<file path="config.mk">
export PLATFORM = sky130hd
export DESIGN_NAME = lcd_write_sequencer_flat
export DESIGN_NICKNAME = d
export VERILOG_FILES = /design/src/rtl/lcd_write_sequencer_pkg.sv /design/src/rtl/lcd_write_sequencer_if.sv /design/src/rtl/lcd_write_sequencer_timer.sv /design/src/rtl/lcd_write_sequencer.sv /design/src/flat_wrapper.sv
export SDC_FILE = /design/constraint.sdc
export NUM_CORES = 1
export LEC_CHECK = 0
export CAP_MARGIN = 20
export CELL_PAD_IN_SITES_DETAIL_PLACEMENT = 2
export CELL_PAD_IN_SITES_GLOBAL_PLACEMENT = 2
export CORE_MARGIN = 2
export CORE_UTILIZATION = 32
export CTS_CLUSTER_SIZE = 14
export DETAILED_ROUTE_END_ITERATION = 6
export GPL_TIMING_DRIVEN = 0
export MAX_ROUTING_LAYER = met4
export PLACE_DENSITY_LB_ADDON = 0.1
export SLEW_MARGIN = 20
export SYNTH_ARGS = -nofsm -noshare
export SYNTH_HDL_FRONTEND = slang
export SYNTH_HIERARCHICAL = 1
export SYNTH_SLANG_ARGS = --single-unit
</file>
<file path="constraint.sdc">
create_clock -name clk_i -period 3 [get_ports clk_i]
set_input_delay 0.6 -clock clk_i [delete_from_list [all_inputs] [get_ports clk_i]]
set_output_delay 0.6 -clock clk_i [all_outputs]
set_load 0.02 [all_outputs]
</file>
<file path="src/rtl/lcd_write_sequencer_pkg.sv">
// Shared types, init command ROM and command classification for the
// HD44780 write sequencer.
package lcd_pkg;

    typedef enum logic [2:0] {
        PWR_WAIT,
        INIT_LOAD,
        SETUP,
        PULSE,
        HOLD,
        EXEC,
        IDLE
    } lcd_state_e;

    localparam int LCD_INIT_LEN = 6;

    // Function set 8-bit/2-line (x3), display on, clear, entry mode increment.
    localparam logic [7:0] LCD_INIT_SEQ [LCD_INIT_LEN] = '{
        8'h38, 8'h38, 8'h38, 8'h0C, 8'h01, 8'h06
    };

    // Clear display (0x01) and return home (0x02/0x03) need the long execution wait.
    function automatic logic is_long_cmd(input logic rs, input logic [7:0] data);
        return !rs && (data == 8'h01 || data == 8'h02 || data == 8'h03);
    endfunction

endpackage

</file>
<file path="src/rtl/lcd_write_sequencer_if.sv">
// Valid/ready write-request channel into the LCD write sequencer.
interface lcd_req_if;
    logic       valid;
    logic       ready;
    logic       rs;
    logic [7:0] data;

    modport master (output valid, output rs, output data, input ready);
    modport slave  (input valid, input rs, input data, output ready);
endinterface

</file>
<file path="src/rtl/lcd_write_sequencer_timer.sv">
// Load/count-down phase timer; done_o is high while the count sits at zero.
module lcd_timer #(
    parameter int CNT_W = 20
) (
    input  logic             clk_i,
    input  logic             rst_i,
    input  logic             load_i,
    input  logic [CNT_W-1:0] value_i,
    output logic             done_o
);

    logic [CNT_W-1:0] r_cnt;

    // NOTE: sequential state uses non-blocking assignments so every flop
    // samples pre-edge values regardless of statement order.
    always_ff @(posedge clk_i or posedge rst_i) begin
        if (rst_i) begin
            r_cnt <= '0;
        end else if (load_i) begin
            r_cnt <= value_i;
        end else if (r_cnt != '0) begin
            r_cnt <= r_cnt - 1'b1;
        end
    end

    assign done_o = (r_cnt == '0);

endmodule

</file>
<file path="src/rtl/lcd_write_sequencer.sv">
// Drives the DE2 character LCD pins: runs the power-on init sequence, then
// turns each accepted command/data byte into a timed EN strobe.
module lcd_write_sequencer
    import lcd_pkg::*;
#(
    parameter int T_POWERON   = 750000,
    parameter int T_SETUP     = 2,
    parameter int T_PULSE     = 12,
    parameter int T_HOLD      = 2,
    parameter int T_EXEC      = 2000,
    parameter int T_EXEC_LONG = 82000,
    parameter int CNT_W       = 20
) (
    input  logic        clk_i,
    input  logic        rst_i,
    lcd_req_if.slave    req,
    input  logic        lcd_on_i,
    output logic        busy_o,
    output logic        init_done_o,
    output logic [7:0]  lcd_data_o,
    output logic        lcd_rw_o,
    output logic        lcd_rs_o,
    output logic        lcd_en_o,
    output logic        lcd_on_o
);

    if (T_POWERON < 3 || T_SETUP < 1 || T_PULSE < 1 || T_HOLD < 1 ||
        T_EXEC < 2 || T_EXEC_LONG < 2) begin : g_bad_duration
        $error("lcd_write_sequencer: phase duration below its legal minimum");
    end
    if ((T_POWERON >> CNT_W) != 0 || (T_EXEC_LONG >> CNT_W) != 0) begin : g_bad_cnt_w
        $error("lcd_write_sequencer: CNT_W too narrow for the longest wait");
    end

    // The arming cycle and the INIT_LOAD cycle fall inside the power-on budget.
    localparam logic [CNT_W-1:0] C_POWERON   = CNT_W'(T_POWERON - 3);
    localparam logic [CNT_W-1:0] C_SETUP     = CNT_W'(T_SETUP - 1);
    localparam logic [CNT_W-1:0] C_PULSE     = CNT_W'(T_PULSE - 1);
    localparam logic [CNT_W-1:0] C_HOLD      = CNT_W'(T_HOLD - 1);
    localparam logic [CNT_W-1:0] C_EXEC      = CNT_W'(T_EXEC - 1);
    localparam logic [CNT_W-1:0] C_EXEC_LONG = CNT_W'(T_EXEC_LONG - 1);
    // Mid-init the following INIT_LOAD cycle completes the execution wait.
    localparam logic [CNT_W-1:0] C_EXEC_I      = CNT_W'(T_EXEC - 2);
    localparam logic [CNT_W-1:0] C_EXEC_LONG_I = CNT_W'(T_EXEC_LONG - 2);
    localparam logic [2:0]       LAST_IDX      = 3'(LCD_INIT_LEN - 1);

    lcd_state_e       r_state;
    logic [2:0]       r_init_idx;
    logic             r_armed;
    logic             r_init_done;
    logic             r_ready;
    logic             r_busy;
    logic [7:0]       r_data;
    logic             r_rs;
    logic             r_en;
    logic             r_on;

    logic             w_tmr_done;
    logic             w_tmr_load;
    logic [CNT_W-1:0] w_tmr_val;
    logic             w_accept;
    logic             w_init_more;
    logic             w_long;

    assign w_accept    = r_ready && req.valid;
    assign w_init_more = !r_init_done && (r_init_idx != LAST_IDX);
    assign w_long      = is_long_cmd(r_rs, r_data);

    // Timer reload on every state entry, mirroring the transitions below.
    // NOTE: both outputs get a default first so no path through the case
    // leaves them unassigned and infers a latch.
    always_comb begin
        w_tmr_load = 1'b0;
        w_tmr_val  = '0;
        case (r_state)
            PWR_WAIT: begin
                w_tmr_load = !r_armed;
                w_tmr_val  = C_POWERON;
            end
            INIT_LOAD: begin
                w_tmr_load = 1'b1;
                w_tmr_val  = C_SETUP;
            end
            SETUP: begin
                w_tmr_load = w_tmr_done;
                w_tmr_val  = C_PULSE;
            end
            PULSE: begin
                w_tmr_load = w_tmr_done;
                w_tmr_val  = C_HOLD;
            end
            HOLD: begin
                w_tmr_load = w_tmr_done;
                if (w_init_more) w_tmr_val = w_long ? C_EXEC_LONG_I : C_EXEC_I;
                else             w_tmr_val = w_long ? C_EXEC_LONG   : C_EXEC;
            end
            IDLE: begin
                w_tmr_load = w_accept;
                w_tmr_val  = C_SETUP;
            end
            default: ;
        endcase
    end

    lcd_timer #(.CNT_W(CNT_W)) u_timer (
        .clk_i   (clk_i),
        .rst_i   (rst_i),
        .load_i  (w_tmr_load),
        .value_i (w_tmr_val),
        .done_o  (w_tmr_done)
    );

    always_ff @(posedge clk_i or posedge rst_i) begin
        if (rst_i) begin
            r_state     <= PWR_WAIT;
            r_init_idx  <= '0;
            r_armed     <= 1'b0;
            r_init_done <= 1'b0;
            r_ready     <= 1'b0;
            r_busy      <= 1'b1;
            r_data      <= '0;
            r_rs        <= 1'b0;
            r_en        <= 1'b0;
            r_on        <= 1'b0;
        end else begin
            r_on <= lcd_on_i;
            case (r_state)
                PWR_WAIT: begin
                    if (!r_armed)        r_armed <= 1'b1;
                    else if (w_tmr_done) r_state <= INIT_LOAD;
                end
                INIT_LOAD: begin
                    r_rs    <= 1'b0;
                    r_data  <= LCD_INIT_SEQ[r_init_idx];
                    r_state <= SETUP;
                end
                SETUP: begin
                    if (w_tmr_done) r_state <= PULSE;
                end
                // EN trails the state by one cycle, giving T_SETUP+1 of setup.
                PULSE: begin
                    r_en <= 1'b1;
                    if (w_tmr_done) r_state <= HOLD;
                end
                HOLD: begin
                    r_en <= 1'b0;
                    if (w_tmr_done) r_state <= EXEC;
                end
                EXEC: begin
                    if (w_tmr_done) begin
                        if (w_init_more) begin
                            r_init_idx <= r_init_idx + 3'd1;
                            r_state    <= INIT_LOAD;
                        end else begin
                            r_init_done <= 1'b1;
                            r_ready     <= 1'b1;
                            r_busy      <= 1'b0;
                            r_state     <= IDLE;
                        end
                    end
                end
                IDLE: begin
                    if (w_accept) begin
                        r_rs    <= req.rs;
                        r_data  <= req.data;
                        r_ready <= 1'b0;
                        r_busy  <= 1'b1;
                        r_state <= SETUP;
                    end
                end
                default: r_state <= PWR_WAIT;
            endcase
        end
    end

    assign req.ready   = r_ready;
    assign busy_o      = r_busy;
    assign init_done_o = r_init_done;
    assign lcd_data_o  = r_data;
    assign lcd_rs_o    = r_rs;
    assign lcd_en_o    = r_en;
    assign lcd_on_o    = r_on;
    assign lcd_rw_o    = 1'b0;

endmodule

</file>
<file path="src/flat_wrapper.sv">
// flat-port wrapper written by rule: the top's interface ports become plain ports
module lcd_write_sequencer_flat import lcd_pkg::*;
#(
    parameter int T_POWERON   = 750000,
    parameter int T_SETUP     = 2,
    parameter int T_PULSE     = 12,
    parameter int T_HOLD      = 2,
    parameter int T_EXEC      = 2000,
    parameter int T_EXEC_LONG = 82000,
    parameter int CNT_W       = 20
)
  (clk_i, rst_i, lcd_on_i, busy_o, init_done_o, lcd_data_o, lcd_rw_o, lcd_rs_o, lcd_en_o, lcd_on_o, req_valid, req_rs, req_data, req_ready);
  lcd_req_if req_i ();
  input  logic clk_i;
  input  logic rst_i;
  input  logic lcd_on_i;
  output logic busy_o;
  output logic init_done_o;
  output logic [7:0] lcd_data_o;
  output logic lcd_rw_o;
  output logic lcd_rs_o;
  output logic lcd_en_o;
  output logic lcd_on_o;
  input wire logic [$bits(req_i.valid)-1:0] req_valid;
  input wire logic [$bits(req_i.rs)-1:0] req_rs;
  input wire logic [$bits(req_i.data)-1:0] req_data;
  output wire logic [$bits(req_i.ready)-1:0] req_ready;
  assign req_i.valid = req_valid;
  assign req_i.rs = req_rs;
  assign req_i.data = req_data;
  assign req_ready = req_i.ready;
  lcd_write_sequencer #(.T_POWERON(T_POWERON), .T_SETUP(T_SETUP), .T_PULSE(T_PULSE), .T_HOLD(T_HOLD), .T_EXEC(T_EXEC), .T_EXEC_LONG(T_EXEC_LONG), .CNT_W(CNT_W)) u_core (.clk_i(clk_i), .rst_i(rst_i), .req(req_i), .lcd_on_i(lcd_on_i), .busy_o(busy_o), .init_done_o(init_done_o), .lcd_data_o(lcd_data_o), .lcd_rw_o(lcd_rw_o), .lcd_rs_o(lcd_rs_o), .lcd_en_o(lcd_en_o), .lcd_on_o(lcd_on_o));
endmodule
</file>
* Yosys cells after proc, flatten, opt, wreduce, memory -nomap -nowiden
Memory sizes are Yosys's and may differ from the RTL's.
Index checks and enable logic that the tools add are counted.
** Storage, ports and cells
- Bits in registers :: 41
- Memories :: 1
- Output and inout port bits :: 15
- Bits in read-only memories :: 64
- Word-level logic and storage cells :: 88
** Cells by class
- Bitwise gates (word level) :: 2
- Muxes and demuxes :: 31
- Reductions and logical operators :: 22
- Eq/ne operators :: 18
- Add/subtract/negate cells :: 2
- Magnitude comparators :: 1
** Memories
- (no name shown) :: words 8, bits a word 8, rd ports 1, clocked after Yosys merged registers in 0, write ports 0, RTL line lcd_write_sequencer.sv:134 : r_data <= LCD_INIT_SEQ[r_init_idx];
** Operator list (number)
- case mux 20 bit (4 select lines) :: 1
- two-way mux 20 bit :: 3
- two-way mux 17 bit :: 2
- two-way mux 3 bit :: 8
- two-way mux 8 bit :: 3
- case mux 3 bit (7 select lines) :: 1
- zero test 20 bit :: 1
- nonzero test 20 bit :: 1
- subtractor 20 x 1 -> 20 bit (second input constant) :: 1
- equality test 8 x 2 -> 1 bit (second input constant) :: 2
- case mux 8 bit (2 select lines) :: 1
- != test 2 bit (second input constant) :: 6
- equality test 3 bit (second input constant) :: 3
- equality test 8 x 1 -> 1 bit (second input constant) :: 1
- case mux 1 bit (2 select lines) :: 4
- nonzero test 2 bit :: 4
- two-way mux 1 bit :: 7
- AND reduction 7 bit :: 1
- equality test 3 x 2 -> 1 bit (second input constant) :: 2
- AND reduction 3 bit :: 2
- OR reduction 3 bit :: 2
- >= comparator 4 bit (second input constant) :: 1
- != test 2 x 1 -> 1 bit (second input constant) :: 2
- NOT 3 -> 4 bit :: 1
- other kinds (11) :: 16

* Logic depth before layout (Yosys ltp)
- Depth in word-level cells :: 8
- Gate-level depth with buffers :: 14
- Depth with buffers taken out :: 11

* Modules after synthesis
The synthesis kept the hierarchy.
** Modules (own cells, without submodules)
- lcd_timer :: cells each 143, times used 1, area each 1337.5 µm²
- lcd_write_sequencer :: cells each 117, times used 1, area each 1198.6 µm²

* Worst setup path after synthesis
Ideal clock, no wire load.
- Kind :: flip-flop to flip-flop
- From :: reg u_core.u_timer.r_cnt[16]
- To :: reg u_core.u_timer.r_cnt[15]
- Clock period less this slack :: 2.859 ns
- Setup time :: 0.120 ns
- Arrival time :: 2.739 ns
- Data required time :: 2.880 ns
- Path slack :: 0.141 ns
- Path buffers :: 3
- Cell stages (with the launch flop) :: 13
- Path through :: dfrtp_1 -> nor4_2 -> nand4_2 -> nor2_2 -> buf_4 -> clkbuf_1 -> nand2_1 -> a21oi_1 -> a311o_1 -> clkbuf_1 -> inv_1 -> o22ai_1 -> and3b_1
** On the way
- Word-level cells in the longest chain between the ends :: 3
** Ends and longest elaborated chain
- from (decl) :: RTL line lcd_write_sequencer_timer.sv:12 : logic [CNT_W-1:0] r_cnt;
- from (signal assigned) :: RTL line lcd_write_sequencer_timer.sv:20 : r_cnt <= value_i;
- from (signal assigned) :: RTL line lcd_write_sequencer_timer.sv:22 : r_cnt <= r_cnt - 1'b1;
- zero test 20 bit * :: RTL line lcd_write_sequencer_timer.sv:26 : assign done_o = (r_cnt == '0);
- via u_core.w_tmr_done :: RTL line lcd_write_sequencer.sv:58 : logic w_tmr_done;
- case mux 1 bit (4 select lines) * :: RTL line lcd_write_sequencer.sv:75 : case (r_state)
- via u_core.w_tmr_load :: RTL line lcd_write_sequencer.sv:59 : logic w_tmr_load;
- two-way mux 20 bit / nonzero test 2 bit (equally long branches)
The timed path passes the listed nets; every way through them passes the cells marked *.
A chain may end at the register's enable or synchronous reset.

* Worst setup path in the final report
- From :: reg u_core.u_timer.r_cnt[4]
- To :: reg u_core.u_timer.r_cnt[15]
The elaborated chain is that of the path after synthesis.

==> metrics <==
max-slew violation count=0; Leak=0.00126 µW; fraction of layout cells with a size suffix above 1=19.0%; Detailed Route WL=7.37 mm; Critical Path Source Type=flip-flop; Critical Path RT=3.25 ns; die area=8650 µm²; YS warnings=6; delay of the slowest cell on the worst path=0.46 ns; Clock Skews=0.00414 ns; CP delay by family, top=simple AND/OR/NAND/NOR gates; global-route wire length before repair=12.3 mm; Die X=93.0 µm; Synth Instances=260; Slew @ Worst Pin=0.843 ns; # nets final=322; Avg Inst Size Synth=9.75 µm²; vias per cell=5.16; core area=7690 µm²; outcome=complete, no violations; CP bufs+invs=4; initial antenna violation count=0; Clk pin slew, worst setup/hold paths=0.09 ns; Root Buffer=clkbuf_8; antenna-violating nets left=0; GRT Resource Usage Total=18.9%; maximum clock insertion buffer count=2; FMAX=360 MHz; DR WL/cell=18.1 µm; number of synthesized register bits=41; EDFF count, synth=0; Ports=28; library cells used by synthesis=60; routed via count=2099; gr ovfl total=0; Slew headroom=43.8%; Async S/R FF share, synth=100%; most frequent cells in the layout=dfrtp_1 (36), nand2_1 (29), clkdlybuf4s50_1 (26); Starting Density=33.0%; vias in the first global route=2298; Port Buf Inserts=26; RSZ-0062 raised after global routing=false; final cycle utilization of the critical path=92.6%; Mapped Area=2540 µm²; worst-path fanout max=10; Crit Path Class=reg2reg; CTS Sinks=41; Detailed Routing Iterations Pass 1=4; P per Cell Area=719 nW/µm²; post-DP HPWL=5.12 mm; area delta synth->final=25.1%; critical path's slowest cell=dfrtp_2; Hold Path Class=reg2reg; Synth Flop Type=dfrtp_1; TritonCTS clock tree=done; htree depth=2; Antenna Cells=0; register area share after synthesis=40.5%; Site Rows=32; Final setup viols=0; Fin. Hold Viols=0; Initial DRC Count=41; clk_lat worst skew=0.30 ns; Setup Slack @ Placement=-0.976 ns; utilization after layout=41.3%; Crit path top cell by count=buf_6; final worst slack=0.222 ns; DRC viols=0; Setup crit end kind=flip-flop; largest net degree at the start of global routing=22; GPL Wtd Cong=0.791; most common cell after layout, fill and taps aside=dfrtp_1; maxcap violations=0; final hold slack=0.492 ns; Worst R2R Setup Slack=0.22 ns; Chip Height=93.0 µm; CP Cell Sequence=nor4_4, nand4_2, nor2_4, buf_6, clkbuf_4, nand2_1, a21oi_1, a311o_1, buf_6, inv_1, nand3_1, o22ai_1, and3b_1; Worst EP arrival=3.02 ns; Final Critical Period=2.78 ns; VDD IR max=0.283 mV; TritonCTS Buffers=5
## path summary, 6_finish.rpt
check,startpoint,cells after the start,to
min reg2reg,u_core/busy_o$_DFFE_PP1P_,2,u_core/busy_o$_DFFE_PP1P_
max,u_core/u_timer/r_cnt[4]$_DFFE_PP0P_,13,u_core/u_timer/r_cnt[15]$_DFFE_PP0P_
max reg2reg,u_core/u_timer/r_cnt[4]$_DFFE_PP0P_,13,u_core/u_timer/r_cnt[15]$_DFFE_PP0P_
min,u_core/busy_o$_DFFE_PP1P_,2,u_core/busy_o$_DFFE_PP1P_
min in group asynchronous,rst_i,2,u_core/u_timer/r_cnt[15]$_DFFE_PP0P_
max in group asynchronous,rst_i,2,u_core/u_timer/r_cnt[4]$_DFFE_PP0P_
## synth_stat cells, drive strengths merged, types with 7 or more instances
| cell type | instances | area, µm² |
|---|---|---|
| nor2 | 18 | 70.1 |
| nand3 | 8 | 50.1 |
| clkbuf | 9 | 35.0 |
| xor2 | 8 | 70.1 |
| a21oi | 12 | 60.1 |
| dfrtp | 40 | 1000 |
| o31ai | 15 | 118 |
| inv | 17 | 63.8 |
| mux2 | 12 | 150 |
| nand2 | 29 | 109 |
| nor3 | 7 | 35.0 |
| nor4 | 7 | 101 |
## flip-flops by register name, summed over array words and instances (netlist names)
signal	count
u_core/lcd_on_o	1
u_core/r_state	3
u_core/req.ready	1
u_core/r_armed	1
u_core/lcd_rs_o	1
u_core/busy_o	1
u_core/r_init_idx	3
u_core/lcd_data_o	8
u_core/init_done_o	1
u_core/lcd_en_o	1
u_core/u_timer/r_cnt	20
## cell type report
class / count / area [µm²]
fill: 857 / 4520
multi-input combinational: 191 / 1400
sequential: 41 / 1030
timing repair buffer: 33 / 313
tap: 102 / 128
buffer: 15 / 96.3
clock buffer: 5 / 68.8
clock inverter: 3 / 68.8
inverter: 17 / 63.8
## logic make-up after synthesis
logic type,after synthesis,share of synthesized area [%]
compound gates,53,15.3
xor+xnor,14,4.83
fa+ha+maj,5,2.47
buf+inv,32,5.57
flops,41,40.5
mux,18,8.29
other cells,1,0.148
simple gates,96,22.8
## through the flow
stage                     area (µm²)  setup TNS [ns]  instances  power, µW
after floorplan                 2550               0        264       1440
after global placement          2940          -16.46        392       1630
after detailed placement        2940          -18.35        392       1660
after CTS                       3140               0        405       2290
after global routing            3170               0        407       2440
final                           3170               0        407       2280
## report_power, final
part           leakage (µW)  switching (µW)  internal, µW
clock network     0.0000687             219           335
logic              0.000680             460           364
registers          0.000508             206           696
## metal layers
layer  GRT usage (%)  vias to the layer above  part of all wire [%]  routed length, µm
met2            29.2                       18                    46               3410
met4            4.41                        0                   1.1                 80
met3            3.06                        6                   2.2                164
met1            26.2                     1057                    50               3710
li1                -                     1018                     -                  -
met5               -                        -                     0                  0
## timing repair
| item | in CTS | in global routing |
|---|---|---|
| hold buffers | 0 | 0 |
| pin swaps | 5 | 4 |
| cloned | 0 | 0 |
| setup endpoints to repair | 23 | 18 |
| setup buffers | 5 | 2 |
| gates resized for setup | 10 | 8 |
## worst register-to-register path, cell delays in order, from the launching register on
cell,delay [ns]
dfrtp_2,0.46
nor4_4,0.37
nand4_2,0.18
nor2_4,0.16
buf_6,0.16
clkbuf_4,0.20
nand2_1,0.09
a21oi_1,0.14
a311o_1,0.23
buf_6,0.18
inv_1,0.12
nand3_1,0.14
o22ai_1,0.08
and3b_1,0.21
(Power assumes the default switching activity.)
==> edit (config.mk and constraints unchanged) <==
`CNT_W` is set to 20 in 3 places; all go to 24.
--- a/src/rtl/lcd_write_sequencer_timer.sv
+++ b/src/rtl/lcd_write_sequencer_timer.sv
@@ -1,5 +1,5 @@
 // Load/count-down phase timer; done_o is high while the count sits at zero.
 module lcd_timer #(
-    parameter int CNT_W = 20
+    parameter int CNT_W = 24
 ) (
     input  logic             clk_i,
--- a/src/rtl/lcd_write_sequencer.sv
+++ b/src/rtl/lcd_write_sequencer.sv
@@ -10,5 +10,5 @@
     parameter int T_EXEC      = 2000,
     parameter int T_EXEC_LONG = 82000,
-    parameter int CNT_W       = 20
+    parameter int CNT_W       = 24
 ) (
     input  logic        clk_i,
--- a/src/flat_wrapper.sv
+++ b/src/flat_wrapper.sv
@@ -8,5 +8,5 @@
     parameter int T_EXEC      = 2000,
     parameter int T_EXEC_LONG = 82000,
-    parameter int CNT_W       = 20
+    parameter int CNT_W       = 24
 )
   (clk_i, rst_i, lcd_on_i, busy_o, init_done_o, lcd_data_o, lcd_rw_o, lcd_rs_o, lcd_en_o, lcd_on_o, req_valid, req_rs, req_data, req_ready);
Formal check against the unedited RTL: same outputs for any inputs over 10 cycles, from zero or initial values and one cycle with rst_i high; that may be too few to reach the edited logic, so the function may still have changed.
==> edit against the original RTL <==
Clock skew rose by 5.2 ps; area after synthesis rose by 9.6%; sequential cell count rose by 4; setup slack got worse by 41 ps; hold slack improved by 3.4 ps; power fell by 13%; design area rose by 7.8%; critical path type unchanged; sequential power rose by 1%; routed wire length rose by 16%.
==> edit: results (changes against the original RTL) <==
[detailed_routing] total number of vias 2479 [+18%]
[synthesis] cell types occupying the most area after synthesis sky130_fd_sc_hd__dfrtp_1 40%, sky130_fd_sc_hd__nor2_1 3.4%, sky130_fd_sc_hd__a21oi_1 3.1%
[place] setup slack at placement -831 ps [+145 ps]
[synthesis] multiplexer fraction of the synthesized cell area 7.20% [-1.1 points]
[clock_network] number of clock sinks 45 [+9.8%]
[detailed_routing] routed length per placed instance 19.1 um [+5.4%]
[finish] multi-input logic cell count 221 [+16%]
[clock_network] cts repair resizes 11 [+1]
[power_and_ir_drop] sequential share of power 46.0% [+6.4 points]
[power_and_ir_drop] Pleak 1.32 nW [+5.2%]
[grt] largest net degree at the start of global routing 25 [+14%]
[setup_path] R2R Path End u_core/u_timer/r_cnt[8]
[run_status] result of the run finished, final reports clean
[synthesis] parity-gate share of the synthesized area counting xor and xnor cells 2.21% [-2.6 points]
[setup_path] delay-heaviest family, CP compound AO/OA/AOI/OAI gates
[grt] vias in the first global route 2648 [+15%]
[finish] Final non-clock buffer share 11.6% [-1.3 points]
[finish] Largest register FFs 24 [+20%]
[finish] number of buffers other than clock buffers in the final layout 46 [-4.2%]
[finish] storage element area 1130 um^2 [+9.2%]
[synthesis] post-synthesis cell type count 63 [+5.0%]
[grt] GR Util All Layers 19.3% [+0.45 points]
[place] post-placement cell count 437 [+11%]
[power_and_ir_drop] power density relative to cell area 579 nW/um^2 [-19%]
[synthesis] proportion of synthesized chip area in sequential cells 40.5% [+0.046 points]
[synthesis] synthesized instance count 295 [+13%]
[detailed_routing] WL met1 3900 um [+5.1%]
[place] placed cell area 3210 um^2 [+9.1%]
[synthesis] compound-cell area share of the yosys netlist 19.4% [+4.1 points]
[grt] wire length of the first global-routing pass 14300 um [+16%]
==> edit: cell count changes in the layout (fill, tap and decap cells not counted), sizes merged, moves of 6 or more <==
cell / before / now
o31ai: 15 / 7
o21ai: 6 / 15
nand2: 29 / 22
nor2: 18 / 25
a31oi: 1 / 7
xor2: 8 / 2
o41ai: 0 / 6
==> edit: worst max path at each step <==
stage	from	end	slack [ps]
global placement	u_core/u_timer/r_cnt[0]	u_core/u_timer/r_cnt[0]	-880
floorplan	u_core/u_timer/r_cnt[0]	u_core/u_timer/r_cnt[20]	260
finish	u_core/u_timer/r_cnt[0]	u_core/u_timer/r_cnt[8]	180
detailed placement	u_core/u_timer/r_cnt[0]	u_core/u_timer/r_cnt[22]	-830
CTS	u_core/u_timer/r_cnt[0]	u_core/u_timer/r_cnt[12]	4
global route	u_core/u_timer/r_cnt[0]	u_core/u_timer/r_cnt[8]	-10
